--- src/rtl/instr_mem_reader_if.sv ---
// Bundle of the readback engine's control, memory-read and output-stream signals.
// Latency: none (wires only).
// Backpressure: out_valid/out_ready on the output stream; the memory read port is combinational.
//
// Ports (all logic):
//   start, first_addr, last_addr     : dump request and inclusive address range
//   busy, done, cpu_hold             : status and CPU reset request
//   mem_sel, mem_addr, mem_rdata     : memory address-mux takeover and read port
//   out_valid, out_ready, out_data,
//   out_addr, out_last               : instruction word stream
//   checksum                         : running 8-bit sum of transferred words
// Modports: slave = the reader, master = whoever requests dumps and owns the memory/sink.
interface instr_mem_reader_if #(
    parameter int WIDTH  = 8,
    parameter int ADDR_W = 4
);
    logic              start;
    logic [ADDR_W-1:0] first_addr;
    logic [ADDR_W-1:0] last_addr;
    logic              busy;
    logic              done;
    logic              cpu_hold;
    logic              mem_sel;
    logic [ADDR_W-1:0] mem_addr;
    logic [WIDTH-1:0]  mem_rdata;
    logic              out_valid;
    logic              out_ready;
    logic [WIDTH-1:0]  out_data;
    logic [ADDR_W-1:0] out_addr;
    logic              out_last;
    logic [7:0]        checksum;

    modport slave (
        input  start, first_addr, last_addr, mem_rdata, out_ready,
        output busy, done, cpu_hold, mem_sel, mem_addr,
               out_valid, out_data, out_addr, out_last, checksum
    );

    modport master (
        output start, first_addr, last_addr, mem_rdata, out_ready,
        input  busy, done, cpu_hold, mem_sel, mem_addr,
               out_valid, out_data, out_addr, out_last, checksum
    );
endinterface

--- src/rtl/instr_mem_reader.sv ---
// Instruction-memory readback: holds the CPU in reset, walks [first_addr..last_addr] (wrapping), streams words.
// Latency: first out_valid two cycles after the accepted start; 2 cycles per word with out_ready high.
// Backpressure: SEND holds data/address/last stable until out_ready; no words dropped or duplicated.
//
// Ports: prog_clk (clock), prog_reset (synchronous, active-high), bus (instr_mem_reader_if.slave).
module instr_mem_reader #(
    parameter int WIDTH  = 8,
    parameter int ADDR_W = 4
) (
    input  logic                prog_clk,
    input  logic                prog_reset,
    instr_mem_reader_if.slave   bus
);
    localparam logic [1:0] S_IDLE  = 2'd0;
    localparam logic [1:0] S_SETUP = 2'd1;
    localparam logic [1:0] S_SEND  = 2'd2;
    localparam logic [1:0] S_DONE  = 2'd3;

    logic [1:0]        state_q, state_d;
    logic [ADDR_W-1:0] addr_q, addr_d;     // current read address
    logic [ADDR_W:0]   cnt_q, cnt_d;       // words still to transfer, 1..2**ADDR_W
    logic [WIDTH-1:0]  data_q, data_d;
    logic [ADDR_W-1:0] oaddr_q, oaddr_d;
    logic              last_q, last_d;
    logic [7:0]        ck_q, ck_d;

    logic [ADDR_W-1:0] span;
    assign span = bus.last_addr - bus.first_addr;   // modular distance handles wrap-around

    always_comb begin
        state_d = state_q;
        addr_d  = addr_q;
        cnt_d   = cnt_q;
        data_d  = data_q;
        oaddr_d = oaddr_q;
        last_d  = last_q;
        ck_d    = ck_q;
        case (state_q)
            S_IDLE: begin
                if (bus.start) begin
                    addr_d  = bus.first_addr;
                    // Extra counter bit lets a full-range dump hold 2**ADDR_W words.
                    cnt_d   = {1'b0, span} + (ADDR_W+1)'(1);
                    ck_d    = 8'd0;
                    state_d = S_SETUP;
                end
            end
            S_SETUP: begin
                data_d  = bus.mem_rdata;
                oaddr_d = addr_q;
                last_d  = (cnt_q == (ADDR_W+1)'(1));
                state_d = S_SEND;
            end
            S_SEND: begin
                if (bus.out_ready) begin
                    ck_d    = ck_q + 8'(data_q);
                    addr_d  = addr_q + ADDR_W'(1);
                    cnt_d   = cnt_q - (ADDR_W+1)'(1);
                    state_d = last_q ? S_DONE : S_SETUP;
                end
            end
            default: begin
                state_d = S_IDLE;
            end
        endcase
    end

    always_ff @(posedge prog_clk) begin
        if (prog_reset) begin
            state_q <= S_IDLE;
            addr_q  <= '0;
            cnt_q   <= '0;
            data_q  <= '0;
            oaddr_q <= '0;
            last_q  <= 1'b0;
            ck_q    <= 8'd0;
        end else begin
            state_q <= state_d;
            addr_q  <= addr_d;
            cnt_q   <= cnt_d;
            data_q  <= data_d;
            oaddr_q <= oaddr_d;
            last_q  <= last_d;
            ck_q    <= ck_d;
        end
    end

    // Status decoded straight from state so cpu_hold cannot dip between words.
    assign bus.busy      = (state_q != S_IDLE);
    assign bus.cpu_hold  = (state_q != S_IDLE);
    assign bus.done      = (state_q == S_DONE);
    assign bus.mem_sel   = (state_q == S_SETUP) || (state_q == S_SEND);
    assign bus.mem_addr  = addr_q;
    assign bus.out_valid = (state_q == S_SEND);
    assign bus.out_data  = data_q;
    assign bus.out_addr  = oaddr_q;
    assign bus.out_last  = last_q;
    assign bus.checksum  = ck_q;
endmodule

--- src/flat_wrapper.sv ---
// flat-port wrapper written by rule: the top's interface ports become plain ports
module instr_mem_reader_flat 
#(
    parameter int WIDTH  = 8,
    parameter int ADDR_W = 4
)
  (prog_clk, prog_reset, bus_start, bus_first_addr, bus_last_addr, bus_mem_rdata, bus_out_ready, bus_busy, bus_done, bus_cpu_hold, bus_mem_sel, bus_mem_addr, bus_out_valid, bus_out_data, bus_out_addr, bus_out_last, bus_checksum);
  instr_mem_reader_if #(.WIDTH(WIDTH), .ADDR_W(ADDR_W)) bus_i ();
  input  logic prog_clk;
  input  logic prog_reset;
  input wire logic [$bits(bus_i.start)-1:0] bus_start;
  input wire logic [$bits(bus_i.first_addr)-1:0] bus_first_addr;
  input wire logic [$bits(bus_i.last_addr)-1:0] bus_last_addr;
  input wire logic [$bits(bus_i.mem_rdata)-1:0] bus_mem_rdata;
  input wire logic [$bits(bus_i.out_ready)-1:0] bus_out_ready;
  output wire logic [$bits(bus_i.busy)-1:0] bus_busy;
  output wire logic [$bits(bus_i.done)-1:0] bus_done;
  output wire logic [$bits(bus_i.cpu_hold)-1:0] bus_cpu_hold;
  output wire logic [$bits(bus_i.mem_sel)-1:0] bus_mem_sel;
  output wire logic [$bits(bus_i.mem_addr)-1:0] bus_mem_addr;
  output wire logic [$bits(bus_i.out_valid)-1:0] bus_out_valid;
  output wire logic [$bits(bus_i.out_data)-1:0] bus_out_data;
  output wire logic [$bits(bus_i.out_addr)-1:0] bus_out_addr;
  output wire logic [$bits(bus_i.out_last)-1:0] bus_out_last;
  output wire logic [$bits(bus_i.checksum)-1:0] bus_checksum;
  assign bus_i.start = bus_start;
  assign bus_i.first_addr = bus_first_addr;
  assign bus_i.last_addr = bus_last_addr;
  assign bus_i.mem_rdata = bus_mem_rdata;
  assign bus_i.out_ready = bus_out_ready;
  assign bus_busy = bus_i.busy;
  assign bus_done = bus_i.done;
  assign bus_cpu_hold = bus_i.cpu_hold;
  assign bus_mem_sel = bus_i.mem_sel;
  assign bus_mem_addr = bus_i.mem_addr;
  assign bus_out_valid = bus_i.out_valid;
  assign bus_out_data = bus_i.out_data;
  assign bus_out_addr = bus_i.out_addr;
  assign bus_out_last = bus_i.out_last;
  assign bus_checksum = bus_i.checksum;
  instr_mem_reader #(.WIDTH(WIDTH), .ADDR_W(ADDR_W)) u_core (.prog_clk(prog_clk), .prog_reset(prog_reset), .bus(bus_i));
endmodule
--- config.mk ---
export PLATFORM = sky130hd
export DESIGN_NAME = instr_mem_reader_flat
export DESIGN_NICKNAME = d
export VERILOG_FILES = /design/src/rtl/instr_mem_reader_if.sv /design/src/rtl/instr_mem_reader.sv /design/src/flat_wrapper.sv
export SDC_FILE = /design/constraint.sdc
export NUM_CORES = 1
export LEC_CHECK = 0
export CAP_MARGIN = 20
export CORE_AREA = 4 4 65 67
export CTS_CLUSTER_DIAMETER = 40
export DETAILED_ROUTE_END_ITERATION = 6
export DIE_AREA = 0 0 69 71
export PLACE_DENSITY_LB_ADDON = 0.15
export SYNTH_ARGS = -nofsm -noshare
export SYNTH_HDL_FRONTEND = slang
export SYNTH_SLANG_ARGS = --single-unit
--- constraint.sdc ---
create_clock -name prog_clk -period 5.36 [get_ports prog_clk]
set_input_delay 0.536 -clock prog_clk [delete_from_list [all_inputs] [get_ports prog_clk]]
set_output_delay 0.536 -clock prog_clk [all_outputs]
set_load 0.03 [all_outputs]
==> impl_metrics.toml, run 1 <==
[status]
outcome = "complete, no violations"

[floorplanning]
io_pins = 50
die_h_um = 71
coreArea_um2 = 3630
die_x_um = 69
rows = 22
start_util_pct = 51.1
die_area_um2 = 4900

[routing]
drc = 0
ant_nets = 0
drt_first_pass_iters = 4
drtIter0Drc = 90
via_per_inst = 5.29
wire_per_inst_um = 13.0
vias = 1593
wirelength_um = 3900

[critical_path]
start_kind = "flop"
path_class = "reg2out"
end_kind = "output port"
cp.arrival_ps = 2070
regToRegSetupSlack_ps = 3050
reg2reg_to = "u_core.cnt_q[1]$_SDFFE_PP0P_"
r2r_start = "u_core.state_q[0]$_SDFFE_PP0P_"
r2r_cells = 5
critPathMaxFanout = 15
worstPathRequired_ps = 4820

[cts]
cts_root_buffer = "clkbuf_8"
cts_setup_buffers = 0
clock_sinks = 32
cts-buffers-inserted = 5
ctsHoldBuffers = 0
cts-htree-levels = 2
cts_tree = "yes"
clock_path_buffers = 2
path_clk_slew_ps = 70
clk_latency_ps = 270
post_cts_resized = 0

[yosys]
synth_compound_area_share_pct = 19.3
synth.most_common_cell = "dfxtp_1"
synth_warnings = 0
synth-xor-area-share_pct = 6.13
avgSynthCellArea_um2 = 9.02
yosysSeqAreaShare_pct = 34.5
synth_area_um2 = 1860
yosys.area.top_type = "dfxtp_1"
synth_edf_count = 0
synth_cell_types = 40
ys_seq_elements = 32
synth-simple-area-share_pct = 12.3
yosys-top-cells-count = "dfxtp_1, nor2_1, ha_1, mux2i_1, inv_1"
ys_top_cells_by_area = "dfxtp_1, ha_1, mux2i_1, nor2_1, xnor2_1"
synthFlopType = "dfxtp_1"
async_reset_ff_share_pct = 0
yosys.area_share.adder_pct = 14.9
syn-num-nets = 247
netlist.area_leader.share_pct = 34.5
synth_top_family_by_area = "compound AO/OA/AOI/OAI gates"
muxShareOfSynthArea_pct = 7.54
syn_inst = 206

[timing]
skew_ps = 3.63
fin_crit_ps = 2610
relSlewSlack_pct = 31.6
worst_pin_slew_ps = 1020
timing.final.crit_share_pct = 48.6
setup_violations = 0
rsz0062_at_grt = "false"
hold_viol_final = 0
slew_viol_final = 0
fmax_mhz = 384
setup_tns_ps = 0

[hold_path]
hp-start = "u_core.bus.out_addr[3]$_SDFFE_PP0N_"
hold_depth = 2
hp-class = "reg2reg"
whs_endpoint = "u_core.bus.out_addr[3]$_SDFFE_PP0N_"

[global_routing]
antenna_found_initial = 0
track_usage_pct = 16.6
grt_max_degree = 34
grt_overflow_total = 0
grt_pass1_wl_um = 6790
first_global_vias = 1562

[flow_run]
max_cap_viol_count = 0

[pwr]
swShare_pct = 42.7
switchingPower_w = 0.000524
seq_power_share_pct = 29.1
total_leakage_power_nw = 1.04
max-vdd-ir-drop_mv = 0.401
clkPwrFrac_pct = 18.2
internal_power_w = 0.000705
p_comb_share_pct = 52.8
power-per-cell-area_nw_per_um2 = 497

[place]
port_buffers = 49
dpl.hpwl_um = 2790
gp_congestion = 0.744
place_area_um2 = 2370

[cells_and_area]
nets = 293
drive_gt1_share_pct = 4.74
area_growth_pct = 33.1
fin_area_um2 = 2470
antenna_cells = 0
[power groups by stage]
stage | clock network [W] | registers [W] | logic [W]
after floorplan | 0 | 0.000419 | 0.000408
after global placement | 0 | 0.000360 | 0.000645
after detailed placement | 0 | 0.000362 | 0.000651
after CTS | 0.000228 | 0.000358 | 0.000657
after global routing | 0.000241 | 0.000367 | 0.000710
final | 0.000223 | 0.000357 | 0.000648
[worst max-delay path, cell delays in order (launching register included)]
cell and delay [ps]:
dfxtp_1 350, inv_1 130, ha_1 530, clkdlybuf4s50_1 780
[metrics by stage]
stage | hold slack (ps) | utilization [%] | worst slack [ps] | std cells | power [W]
finish | 497 | 68.1 | 2750 | 301 | 0.00123
global route | 512 | 68.1 | 2640 | 301 | 0.00132
CTS | 501 | 68.1 | 2750 | 301 | 0.00124
detailed placement | 484 | 65.1 | 2760 | 293 | 0.00101
global placement | 472 | 65.1 | 2800 | 293 | 0.00101
floorplan | 484 | - | 3330 | 206 | 0.000827
[state kept, by name, summed over array words and instances, names as in the netlist]
signal / count
u_core.bus.checksum: 8
u_core.bus.mem_addr: 4
u_core.cnt_q: 5
u_core.state_q: 2
u_core.bus.out_data: 8
u_core.bus.out_last: 1
u_core.bus.out_addr: 4
[worst max-delay path by stage]
stage                                    from                            to  slack, ps  cells after the start
6_report       u_core.state_q[0]$_SDFFE_PP0P_                 bus_out_valid       2750                      3
5_1_grt        u_core.state_q[0]$_SDFFE_PP0P_                 bus_out_valid       2640                      3
4_1_cts        u_core.state_q[0]$_SDFFE_PP0P_                 bus_out_valid       2750                      3
3_5_place_dp                 bus_last_addr[0]  u_core.cnt_q[2]$_SDFFE_PP0P_       2760                     10
3_3_place_gp                 bus_last_addr[0]  u_core.cnt_q[2]$_SDFFE_PP0P_       2800                     10
2_1_floorplan                bus_last_addr[0]  u_core.cnt_q[2]$_SDFFE_PP0P_       3330                      9
[cells by family after synthesis]
| logic type | count (synthesis) |
|---|---|
| AO/OA/AOI/OAI | 51 |
| AND/OR/NAND/NOR | 51 |
| flip-flops | 32 |
| buffers and inverters | 24 |
| adder cells (fa/ha/maj) | 21 |
| multiplexers | 14 |
| XOR/XNOR | 13 |
[final cells by class]
| type | instances | area, µm² |
|---|---|---|
| inverter | 13 | 48.8 |
| tap | 48 | 60.1 |
| clock inverter | 2 | 35.0 |
| clock buffer | 6 | 72.6 |
| fill | 308 | 1160 |
| sequential | 32 | 641 |
| timing repair buffer | 50 | 498 |
| multi-input combinational | 150 | 1120 |
[cell usage in the layout, fill, tap and decap left out, types with 4 or more instances in the layout]
cell type        synthesis  layout
a211oi_1                 7       7
a21o_1                   4       4
a21oi_1                 10      10
a22oi_1                  7       7
clkbuf_8                 0       5
clkdlybuf4s50_1          0      49
dfxtp_1                 32      32
ha_1                    19      19
inv_1                   12      12
mux2i_1                 14      14
nand2_1                  9       9
nand2b_1                 5       5
nor2_1                  28      28
xnor2_1                 10      10
[layer usage]
metal | wire length (µm) | vias to the layer above | global-route usage (%)
li1 | - | 821 | -
met1 | 1880 | 720 | 21.0
met2 | 1760 | 48 | 27.1
met3 | 221 | 4 | 5.11
met4 | 34 | 0 | 5.21
met5 | 0 | - | 0
Power figures use the tool's default switching activity.
==> inputs of run 2 (changes only) <==
- CORE_AREA: 4 4 65 67 -> 4 4 71 73
- DIE_AREA: 0 0 69 71 -> 0 0 75 77
- clock period: 5.36 -> 2.2 ns (I/O delays scaled with it)
==> run 2 against run 1 <==
Compared with the run above: largest cell class unchanged; final cell count increased by 3.0%; critical path type unchanged; non-clock buffer count rose by 6; critical path depth unchanged; clock power grew 120%; worst hold slack lost 0.92 ps.
==> impl_metrics.toml, run 2 (synthesized netlist as in run 1, its figures left out) <==
[floorplanning]
io_pins = 50
die_x_um = 75
start_util_pct = 42.7
die_area_um2 = 5780
coreArea_um2 = 4350
die_h_um = 77
rows = 24

[place]
dpl.hpwl_um = 3100
place_area_um2 = 2420
port_buffers = 49
place_inst = 303
gp_congestion = 0.785

[routing]
via_per_inst = 5.12
wire_per_inst_um = 13.2
ant_nets = 0
drc = 0
drt_first_pass_iters = 4
drtIter0Drc = 39
vias = 1587
wirelength_um = 4100

[cts]
path_clk_slew_ps = 60
post_cts_resized = 0
clock_sinks = 32
cts_tree = "yes"
ctsHoldBuffers = 0
clk_latency_ps = 280
cts-buffers-inserted = 5
cts_root_buffer = "clkbuf_8"
clock_path_buffers = 2
cts_setup_buffers = 0
cts-htree-levels = 2

[critical_path]
path_class = "reg2out"
worstPathRequired_ps = 1980
critPathMaxFanout = 10
end_kind = "output port"
start_kind = "flop"
cp.arrival_ps = 1870

[timing]
fmax_mhz = 478
fin_crit_ps = 2090
slew_viol_final = 0
setup_violations = 0
relSlewSlack_pct = 76.2
worst_pin_slew_ps = 355
skew_ps = 5.50
hold_viol_final = 0
rsz0062_at_grt = "false"
setup_tns_ps = 0
timing.final.crit_share_pct = 95.1

[cells_and_area]
nets = 299
fin_cells = 310
fin_area_um2 = 2510
antenna_cells = 0
n_fill_cell = 399
layout_commonest_cell = "clkdlybuf4s50_1"
final_cell_mix = "clkdlybuf4s50_1, dfxtp_1, nor2_1"
drive_gt1_share_pct = 6.98
area_growth_pct = 35.2

[global_routing]
grt_overflow_total = 0
grt_max_degree = 18
grt_pass1_wl_um = 7100
antenna_found_initial = 0
track_usage_pct = 15.5
first_global_vias = 1555

[hold_path]
hp-class = "reg2reg"

[pwr]
max-vdd-ir-drop_mv = 0.622
total_leakage_power_nw = 1.06
power-per-cell-area_nw_per_um2 = 1190

[status]
outcome = "complete, no violations"

[flow_run]
max_cap_viol_count = 0
[run 2: cell types whose count changed in the layout (fill, tap and decap cells not counted)]
| cell | change |
|---|---|
| buf_4 | +6 |
| bufinv_16 | -1 |
| clkbuf_1 | -1 |
| clkbuf_8 | +2 |
| clkinv_2 | -1 |
[run 2: where the power goes]
group          switching [W]  internal (W)  leakage (nW)
logic               0.000934      0.000696         0.750
registers           0.000151      0.000724         0.261
clock network       0.000208      0.000278        0.0503
total                0.00129       0.00170          1.06
[run 2: layer usage]
layer	part of all wire [%]	global-route usage (%)	up-vias	wire length [µm]
met4	1.1	4.45	0	43
met3	6.8	5.88	6	280
met1	49	21.0	713	1990
met2	43	22.8	40	1780
li1	-	-	828	-
met5	0	0	-	0
[run 2: cell type report]
class / count / area, µm² / share of cell area, %
clock buffers: 7 / 96.3 / 3.83
flip-flops and latches: 32 / 641 / 25.5
multi-input cells: 150 / 1120 / 44.5
well taps: 52 / 65.1 / 2.59
repair buffers: 56 / 543 / 21.6
inverters: 13 / 48.8 / 1.94
[run 2: stage by stage]
stage	power, W	utilization [%]	worst slack, ps	hold WS (ps)
6_report	0.00299	57.7	109	496
5_1_grt	0.00324	57.7	2.07	531
4_1_cts	0.00302	57.7	90.8	495
3_5_place_dp	0.00252	55.5	-61.3	486
3_3_place_gp	0.00251	55.5	-27.6	483
2_1_floorplan	0.00202	-	295	367
[run 2: path summary, 6_finish.rpt]
check                                                       from                                   to  slack (ps)  depth (start not counted)
worst min-delay path            u_core.bus.out_last$_SDFFE_PP0N_     u_core.bus.out_last$_SDFFE_PP0N_         500                          2
worst min register to register  u_core.bus.out_last$_SDFFE_PP0N_     u_core.bus.out_last$_SDFFE_PP0N_         500                          2
worst max register to register    u_core.state_q[0]$_SDFFE_PP0P_  u_core.bus.mem_addr[2]$_SDFFE_PP0P_         290                          6
worst max-delay path              u_core.state_q[0]$_SDFFE_PP0P_                        bus_out_valid         110                          3
[run 2: critical path, cell delays in order, from the launching register on]
cell,delay [ps]
dfxtp_1,350
inv_1,130
ha_1,370
clkdlybuf4s50_1,740
==> inputs of run 3 (changes only) <==
--- a/config.mk
+++ b/config.mk
@@ -12,3 +12,5 @@
 export DIE_AREA = 0 0 75 77
+export GPL_ROUTABILITY_DRIVEN = 0
 export PLACE_DENSITY_LB_ADDON = 0.15
+export SETUP_SLACK_MARGIN = 0.2
 export SYNTH_ARGS = -nofsm -noshare
==> constraint.sdc (replaced) <==
create_clock -name prog_clk -period 2.2 [get_ports prog_clk]
set_input_delay 0.55 -clock prog_clk [delete_from_list [all_inputs] [get_ports prog_clk]]
set_output_delay 0.55 -clock prog_clk [all_outputs]
set_load 0.03 [all_outputs]
==> run 3 against run 2 <==
Compared with the run above: setup slack better by 150 ps; clock-buffer cell count down 1; final cell count up 2.6%; sequential cell count unchanged; clock skew down 0.63 ps; clock power down 4%; combinational power up 3%; register-to-register slack about the same; sequential power down 0.7%; worst hold slack better by 2.5 ps; power up 0.94%; die area unchanged; largest cell class unchanged; highest routed layer unchanged.
==> impl_metrics.toml, run 3 (synthesized netlist as in run 1, its figures left out) <==
[timing]
timing.final.crit_share_pct = 88.4
setup_ws_ps = 254
worst_pin_slew_ps = 454
fmax_mhz = 514
whs_ps = 499
rsz0062_at_grt = "true"
fin_crit_ps = 1950
setup_violations = 0
skew_ps = 4.86
slew_viol_final = 0
relSlewSlack_pct = 69.6
hold_viol_final = 0

[cts]
cts-htree-levels = 2
clk_latency_ps = 280
cts-buffers-inserted = 5
clock_sinks = 32
cts_setup_buffers = 0
cts_root_buffer = "clkbuf_8"
ctsHoldBuffers = 0
path_clk_slew_ps = 70
clock_path_buffers = 2
cts_tree = "yes"

[global_routing]
grt_pass1_wl_um = 7290
track_usage_pct = 16.3
antenna_found_initial = 0
first_global_vias = 1528
grt_max_degree = 17
grt_overflow_total = 0

[pwr]
power_w = 0.00302
max-vdd-ir-drop_mv = 0.613
power-per-cell-area_nw_per_um2 = 1140
total_leakage_power_nw = 1.23

[routing]
dr_wl_met2_um = 1930
met1Wirelength_um = 2140
drtIter0Drc = 80
vias = 1647
highest_layer = "met4"
drt_first_pass_iters = 4
ant_nets = 0
drc = 0
via_per_inst = 5.18
met3_length_um = 269
wirelength_um = 4420
wire_per_inst_um = 13.9

[place]
dpl.hpwl_um = 3210
place_ws_ps = -361
port_buffers = 49
place_area_um2 = 2490

[critical_path]
crit_slowest_cell = "clkdlybuf4s50_1"
worstPathRequired_ps = 1650
critPathMaxFanout = 4
cp_num_buf_inv = 1
cp.arrival_ps = 1400
end_kind = "output port"
cpPeakStageDelay_ps = 720
critPathTopFamily = "buffers and inverters"
start_kind = "flop"
path_class = "reg2out"
path_cells = "clkdlybuf4s50_1"

[cells_and_area]
final_cell_mix = "clkdlybuf4s50_1, dfxtp_1, nor2_1"
fin_area_um2 = 2650
antenna_cells = 0
layout_commonest_cell = "clkdlybuf4s50_1"
area_growth_pct = 42.8
nets = 306
regArea_um2 = 642
n_fill_cell = 391
drive_gt1_share_pct = 16.2
multi_input_area_um2 = 1200

[floorplanning]
rows = 24
coreArea_um2 = 4350
die_h_um = 77
io_pins = 50
die_x_um = 75
die_area_um2 = 5780
start_util_pct = 42.7

[status]
outcome = "complete, no violations"

[flow_run]
max_cap_viol_count = 0

[hold_path]
hp-class = "reg2reg"
-- run 3: cell count changes in the layout (fill, tap and decap cells not counted), moves of 2 or more --
cell,previous run,this run
clkdlybuf4s50_1,49,32
buf_4,7,15
dlymetal6s2s_1,0,8
inv_1,12,8
dlygate4sd2_1,0,3
ha_1,19,16
ha_4,0,3
inv_2,1,4
clkdlybuf4s15_1,0,2
clkdlybuf4s15_2,0,2
clkinv_2,0,2
-- run 3: worst paths after layout --
path | startpoint | endpoint | cells after the start | slack (ps)
max | u_core.bus.mem_addr[3]$_SDFFE_PP0P_ | bus_mem_addr[3] | 1 | 250
min | u_core.bus.out_addr[0]$_SDFFE_PP0N_ | u_core.bus.out_addr[0]$_SDFFE_PP0N_ | 2 | 500
max reg2reg | u_core.bus.checksum[0]$_SDFFE_PP0P_ | u_core.bus.checksum[6]$_SDFFE_PP0P_ | 7 | 300
min reg2reg | u_core.bus.out_addr[0]$_SDFFE_PP0N_ | u_core.bus.out_addr[0]$_SDFFE_PP0N_ | 2 | 500
-- run 3: routing by layer --
metal	vias to the layer above	track usage [%]
met5	-	0
met4	0	6.41
met3	7	5.10
met2	42	24.0
met1	751	21.9
li1	847	-
-- run 3: through the flow --
stage | std cells | TNS (ps) | util, %
CTS | 318 | 0 | 59.8
global placement | 310 | -1170 | 57.2
global route | 318 | 0 | 60.9
floorplan | 206 | 0 | -
finish | 318 | 0 | 60.9
detailed placement | 310 | -1310 | 57.2
-- run 3: timing repair --
| item | 4_1_cts | 5_1_grt |
|---|---|---|
| gates resized for setup | 17 | 17 |
| pin swaps | 4 | 7 |
| setup endpoints to repair | 8 | 13 |
-- run 3: report_power, final --
group          internal [W]  switching, W  total [W]  leakage [nW]
clock              0.000249      0.000219   0.000468        0.0510
combinational      0.000700      0.000982    0.00168         0.922
sequential         0.000725      0.000143   0.000869         0.262
total               0.00168       0.00134    0.00302          1.23
-- run 3: layout make-up --
class | count | share of cell area (%)
Tap cell | 52 | 2.45
Timing Repair Buffer | 63 | 22.9
Inverter | 13 | 1.93
Clock buffer | 6 | 3.11
Multi-Input combinational cell | 150 | 45.1
Clock inverter | 2 | 0.377
Sequential cell | 32 | 24.2
